$ cat config.mk
export PLATFORM = sky130hd
export DESIGN_NAME = ram_rw_ctrl
export DESIGN_NICKNAME = d
export VERILOG_FILES = /design/src/rtl/ram_rw_ctrl.sv
export SDC_FILE = /design/constraint.sdc
export NUM_CORES = 1
export LEC_CHECK = 0
export CORE_ASPECT_RATIO = 0.8
export CORE_MARGIN = 4
export CORE_UTILIZATION = 29
export CTS_CLUSTER_SIZE = 16
export DETAILED_ROUTE_END_ITERATION = 10
export PLACE_DENSITY = 0.51
export SYNTH_ARGS = -nofsm -noshare
export SYNTH_HDL_FRONTEND = slang
export SYNTH_SLANG_ARGS = --single-unit
$ cat constraint.sdc
create_clock -name sys_clk -period 7.1 [get_ports sys_clk]
set_clock_uncertainty 0.2 [all_clocks]
set_input_delay 2.13 -clock sys_clk [delete_from_list [all_inputs] [get_ports sys_clk]]
set_output_delay 2.13 -clock sys_clk [all_outputs]
set_load 0.01 [all_outputs]
$ cat src/rtl/ram_rw_ctrl.sv
// Write/read sequencer for a single-port RAM: fill with data = address, then step-read with a dwell.
// Optional macro RD_PAUSE_EN: rd_flag in READ pauses/resumes instead of returning to IDLE.
module ram_rw_ctrl #(
    parameter int              ADDR_W  = 8,
    parameter int              DATA_W  = 8,
    parameter int              CNT_W   = 24,
    parameter logic [CNT_W-1:0] CNT_MAX = CNT_W'(24'd9_999_999)
) (
    input  logic              sys_clk,
    input  logic              sys_rst_n,
    input  logic              wr_flag,
    input  logic              rd_flag,
    output logic              wr_en,
    output logic              rd_en,
    output logic [ADDR_W-1:0] addr,
    output logic [DATA_W-1:0] wr_data
);

    localparam logic [1:0] IDLE  = 2'd0;
    localparam logic [1:0] WRITE = 2'd1;
    localparam logic [1:0] READ  = 2'd2;

    localparam logic [ADDR_W-1:0] ADDR_LAST = '1;

    logic [1:0]        r_state;
    logic [ADDR_W-1:0] r_addr;
    logic [CNT_W-1:0]  r_cnt;
    logic              r_wr_en;
    logic              r_rd_en;
    logic [DATA_W-1:0] r_wr_data;
`ifdef RD_PAUSE_EN
    logic              r_paused;
    logic              w_paused_nxt;
`endif

    logic [1:0]        w_state_nxt;
    logic [ADDR_W-1:0] w_addr_nxt;
    logic [CNT_W-1:0]  w_cnt_nxt;
    logic [DATA_W-1:0] w_wr_data_nxt;
    logic              w_dwell_done;
    logic [CNT_W-1:0]  w_cnt_adv;
    logic [ADDR_W-1:0] w_addr_adv;

    // One read step: hold the address CNT_MAX+1 clocks, then move on (wrapping naturally).
    assign w_dwell_done = (r_cnt == CNT_MAX);
    assign w_cnt_adv    = w_dwell_done ? '0 : r_cnt + CNT_W'(1);
    assign w_addr_adv   = w_dwell_done ? r_addr + ADDR_W'(1) : r_addr;

    generate
        if (DATA_W > ADDR_W) begin : g_data_ext
            assign w_wr_data_nxt = {{(DATA_W-ADDR_W){1'b0}}, w_addr_nxt};
        end else begin : g_data_trunc
            assign w_wr_data_nxt = w_addr_nxt[DATA_W-1:0];
        end
    endgenerate

    always_comb begin
        // NOTE: every comb output gets a default first so no path can infer a latch.
        w_state_nxt = r_state;
        w_addr_nxt  = r_addr;
        w_cnt_nxt   = r_cnt;
`ifdef RD_PAUSE_EN
        w_paused_nxt = r_paused;
`endif
        case (r_state)
            IDLE: begin
                if (wr_flag) begin
                    w_state_nxt = WRITE;
                    w_addr_nxt  = '0;
                    w_cnt_nxt   = '0;
                end else if (rd_flag) begin
                    w_state_nxt = READ;
                    w_addr_nxt  = '0;
                    w_cnt_nxt   = '0;
                end
            end
            WRITE: begin
                w_cnt_nxt = '0;
                if (r_addr == ADDR_LAST) begin
                    w_state_nxt = READ;
                    w_addr_nxt  = '0;
                end else begin
                    w_addr_nxt = r_addr + ADDR_W'(1);
                end
            end
            READ: begin
                if (wr_flag) begin
                    w_state_nxt = WRITE;
                    w_addr_nxt  = '0;
                    w_cnt_nxt   = '0;
                end
`ifdef RD_PAUSE_EN
                else if (rd_flag) begin
                    w_paused_nxt = !r_paused;
                end else if (!r_paused) begin
                    w_cnt_nxt  = w_cnt_adv;
                    w_addr_nxt = w_addr_adv;
                end
`else
                else if (rd_flag) begin
                    w_state_nxt = IDLE;
                    w_addr_nxt  = '0;
                    w_cnt_nxt   = '0;
                end else begin
                    w_cnt_nxt  = w_cnt_adv;
                    w_addr_nxt = w_addr_adv;
                end
`endif
            end
            default: begin
                w_state_nxt = IDLE;
                w_addr_nxt  = '0;
                w_cnt_nxt   = '0;
            end
        endcase
`ifdef RD_PAUSE_EN
        // Pause only survives while staying in READ; any entry into READ starts unpaused.
        if (w_state_nxt != READ || r_state != READ) begin
            w_paused_nxt = 1'b0;
        end
`endif
    end

    // NOTE: state registers use non-blocking assignments; the reset is synchronous by design.
    always_ff @(posedge sys_clk) begin
        if (!sys_rst_n) begin
            r_state   <= IDLE;
            r_addr    <= '0;
            r_cnt     <= '0;
            r_wr_en   <= 1'b0;
            r_rd_en   <= 1'b0;
            r_wr_data <= '0;
`ifdef RD_PAUSE_EN
            r_paused  <= 1'b0;
`endif
        end else begin
            r_state   <= w_state_nxt;
            r_addr    <= w_addr_nxt;
            r_cnt     <= w_cnt_nxt;
            r_wr_en   <= (w_state_nxt == WRITE);
            r_rd_en   <= (w_state_nxt == READ);
            r_wr_data <= w_wr_data_nxt;
`ifdef RD_PAUSE_EN
            r_paused  <= w_paused_nxt;
`endif
        end
    end

    assign wr_en   = r_wr_en;
    assign rd_en   = r_rd_en;
    assign addr    = r_addr;
    assign wr_data = r_wr_data;

endmodule
# Yosys cells after proc, flatten, opt, wreduce, memory -nomap -nowiden
# Cells that the tools add are included.
[word_totals] n_memories=0 mem_bits_ro=0 latch_bits=0 regBits=36 inputBits=4 mem_bits_rw=0 output_inout_bits=18
[op_classes] n_shift=0 n_reduce_logical=2 n_eq_ne=8 mux=19 magnitude_cmp=0 bitwise_logic=0 add_sub_neg=2 div=0 multipliers=0
[ops] operator="24-bit 2-to-1 mux" count=5
[ops] operator="8-bit 2-to-1 mux" count=6
[ops] operator="24-bit case mux with 2 select lines" count=1
[ops] operator="24-bit by 1-bit adder with 24-bit output (second input constant)" count=1
[ops] operator="24-bit == test (second input constant)" count=1
[ops] operator="8-bit case mux with 3 select lines" count=1
[ops] operator="2-bit 2-to-1 mux" count=5
[ops] operator="8-bit by 1-bit adder with 8-bit output (second input constant)" count=1
[ops] operator="8-bit == test (second input constant)" count=1
[ops] operator="2-bit case mux with 3 select lines" count=1
[ops] operator="2-bit by 1-bit == test with 1-bit output (second input constant)" count=2
[ops] operator="2-bit == test (second input constant)" count=2
[ops] operator="4-bit inequality test (second input constant)" count=1
[ops] operator="3-bit inequality test (second input constant)" count=1
[ops] operator="2-bit zero test" count=1
[ops] operator="2-bit AND reduction" count=1

# Depth between registers and ports, before layout
[depth] ltp_word=5 ltp_mapped=8 depth_no_buf=7

# Worst setup path after synthesis
# OpenSTA, ideal clock, no wires.
[synth_timing] path_type="input to register" from="input port wr_flag" to="register r_cnt[0]" setup_time_ps=70 slack_ps=3444 stages=4 n_path_buf=0 t_arrival_ps=3386 path_cell_list="nor3b_1 nand2_1 or3b_2 a21oi_1"
[synth_via] elab_chain_len=2
[synth_rtl] item="start: declaration" line_no="11" source="input logic wr_flag,"
[synth_rtl] item="24-bit 2-to-1 mux, on equally long branches" line_no="87, 67"
[synth_rtl] item="24-bit case mux with 2 select lines" line_no="65" source="case (r_state)"
[synth_rtl] item="end signal: assignment" line_no="139" source="r_cnt <= w_cnt_nxt;"
[synth_rtl] item="end: declaration" line_no="27" source="logic [CNT_W-1:0] r_cnt;"
# Several ways; a longest one is shown, not always the timed one.
# A chain may end at the register's enable or synchronous reset.

# Worst setup path in the final report
[layout_timing] from="input port wr_flag" to="register r_cnt[17]"
# The elaborated chain is that of the path after synthesis.

==> flow_summary.yaml <==
yosys:
  synth_top_area_share_pct: 36.6
  ys_ff_latch: 36
  synthesis.area_sq_um: 1970
  synth.avg_cell_area_sq_um: 8.51
  async_flop_share_pct: 0
  synth_cell_types: 50
  yosysSeqAreaShare_pct: 36.6
  synth-edff-count: 0
  yosysWarnings: 0
  synthFlopType: "dfxtp_1"
  synthesis.nets: 241
  yosys.area.top_type: "dfxtp_1"
  syn_inst: 231
  synth_area_leaders: "dfxtp_1, xor2_1, nand4_1, nor2_1, ha_1"
sta:
  drv_slew: 0
  rsz0062_at_grt: "false"
  post-route-min-period_ps: 4310
  max_slew_margin_pct: 29.6
  post-route-period-util_pct: 60.7
  setup_violations: 0
  hold_viol: 0
  tns_ps: 0
  worst_pin_slew_ps: 1050
  fin_hold_ws_ps: 280
  fmax_mhz: 232
final_layout:
  drive_gt1_share_pct: 7.63
  area_growth_pct: 18.1
  final_area_sq_um: 2320
  nNetsFinal: 258
  diodes: 0
  layout.cells.non_filler: 333
  fillers: 676
global_route:
  grt-ovfl-total: 0
  track_usage_pct: 11.5
  grt_pass1_wl_um: 7580
  grt_pass1_vias: 1478
  antenna_found_initial: 0
  grt_max_degree: 15
routing:
  drc: 0
  vias: 1679
  drt_pre_antenna_iters: 4
  m1WireLength_um: 2470
  wl_met3_um: 227
  highest_layer: "met4"
  ant_nets: 0
  dr_wl_met2_um: 1740
  drt_iter0_drc: 109
  drt_wl_total_um: 4480
  vias_per_cell: 5.04
  post_drt_wl_per_cell_um: 13.4
status:
  status: "completed"
worst_hold_path:
  hp-class: "register to register"
placed_design:
  dpl.cell_count: 325
  gp_congestion: 0.789
  dp_hpwl_um: 3270
  numPortBuffers: 21
  place_area_sq_um: 2220
floorplanning:
  dieArea_sq_um: 8170
  num_io_pins: 22
  std_cell_rows: 26
  die_w_um: 100
  fp.coreArea_sq_um: 6470
  initial_core_util_pct: 30.4
  dieHeight_um: 81.7
clock_network:
  post_cts_buffers: 0
  clock_latency_ps: 280
  cts_sinks: 36
  cts_tree: "yes"
  clockBufferDepth: 2
  h-tree-depth: 2
  cts_buffers: 5
  hold_buffers: 0
  cts_resized: 0
  clk_pin_slew_worst_paths_ps: 70
  cts-root-buf: "clkbuf_8"
worst_setup_path:
  crit_fanout: 14
  critPathKind: "input port to register"
  crit_required_ps: 7120
  worst_path_max_delay_cell: "nor3b_1"
  crit_chain: "clkdlybuf4s50_1 > nor3b_1 > o221ai_2 > buf_4 > nor2_1"
  worst_path_largest_cell_delay_ps: 900
  cp-end-kind: "register"
  startpoint_type: "input port"
  cp.arrival_ps: 4330
job:
  drv_cap: 0
power:
  peakVddDrop_mv: 0.0813
  power_density_nw_per_um2: 178
  p_leak_nw: 0.726
  total_power_mw: 0.414
report_power, final:
part / internal (mW) / switching [mW]
clock: 0.104 / 0.0721
sequential: 0.204 / 0.00172
combinational: 0.0128 / 0.0192
final cells by class:
| class | instances | area (sq um) | share of cell area (%) |
|---|---|---|---|
| repair buffers | 23 | 225 | 9.69 |
| flip-flops and latches | 36 | 721 | 31.0 |
| well taps | 84 | 105 | 4.52 |
| clock buffers | 6 | 72.6 | 3.12 |
| clock inverters | 2 | 35.0 | 1.51 |
| inverters | 10 | 37.5 | 1.62 |
| multi-input cells | 172 | 1130 | 48.5 |
worst max-delay path: cells and delay by family:
family / cells / cell delay (ps)
AND/OR/NAND/NOR: 2 / 1010
AO/OA/AOI/OAI: 1 / 380
buffers and inverters: 2 / 800
kinds of logic after synthesis:
family          Yosys count  share of synthesized area, %
flops                    36                          36.6
fa+ha+maj                 6                          3.82
compound gates           33                          11.6
xor+xnor                 21                          9.35
mux                       1                         0.509
simple gates            111                          31.7
buf+inv                  23                          6.36
placed cells by master, fill, tap and decap left out, types with 6 or more instances in the layout:
master and instances:
dfxtp_1 36, nor2_1 26, clkdlybuf4s50_1 21, nand2_1 19, xor2_1 17, nand4_1 16
nand3_1 11, inv_1 10, a21oi_1 7, and3_1 6, ha_1 6
routing by layer:
layer | vias up | GRT usage [%]
li1 | 859 | -
met1 | 778 | 17.9
met2 | 40 | 15.6
met3 | 2 | 2.97
met4 | 0 | 2.02
met5 | - | 0
synth_stat cells, types with 3 or more instances:
master,n
a211oi_1,3
a21boi_0,3
a21oi_1,7
and3_1,6
buf_4,8
clkbuf_1,3
dfxtp_1,36
ha_1,6
inv_1,10
nand2_1,19
nand2b_1,3
nand3_1,11
nand4_1,16
nor2_1,26
nor3_1,4
nor3b_1,4
nor4_1,3
nor4b_1,3
o21ai_0,4
o22ai_1,4
xnor2_1,4
xor2_1,17
final timing paths:
check,from,endpoint,slack [ps],depth (start not counted)
worst max-delay path,wr_flag,r_cnt[17]$_SDFFE_PN0P_,2790,5
worst min-delay path,r_cnt[1]$_SDFFE_PN0P_,r_cnt[1]$_SDFFE_PN0P_,280,2
worst max register to register,r_state[0]$_SDFF_PN0_,r_cnt[15]$_SDFFE_PN0P_,4490,7
worst min register to register,r_cnt[1]$_SDFFE_PN0P_,r_cnt[1]$_SDFFE_PN0P_,280,2
through the flow:
stage / util [%] / worst slack (ps)
floorplan: - / 3440
global placement: 34.2 / 2550
detailed placement: 34.2 / 2500
CTS: 35.9 / 2730
global route: 35.9 / 2520
finish: 35.9 / 2790
flip-flops by register name, indices dropped and copies added, names as in the netlist:
signal   cells
wr_data      8
r_cnt       24
rd_en        1
wr_en        1
r_state      2
Note: power is estimated with default switching activity, not from simulation.
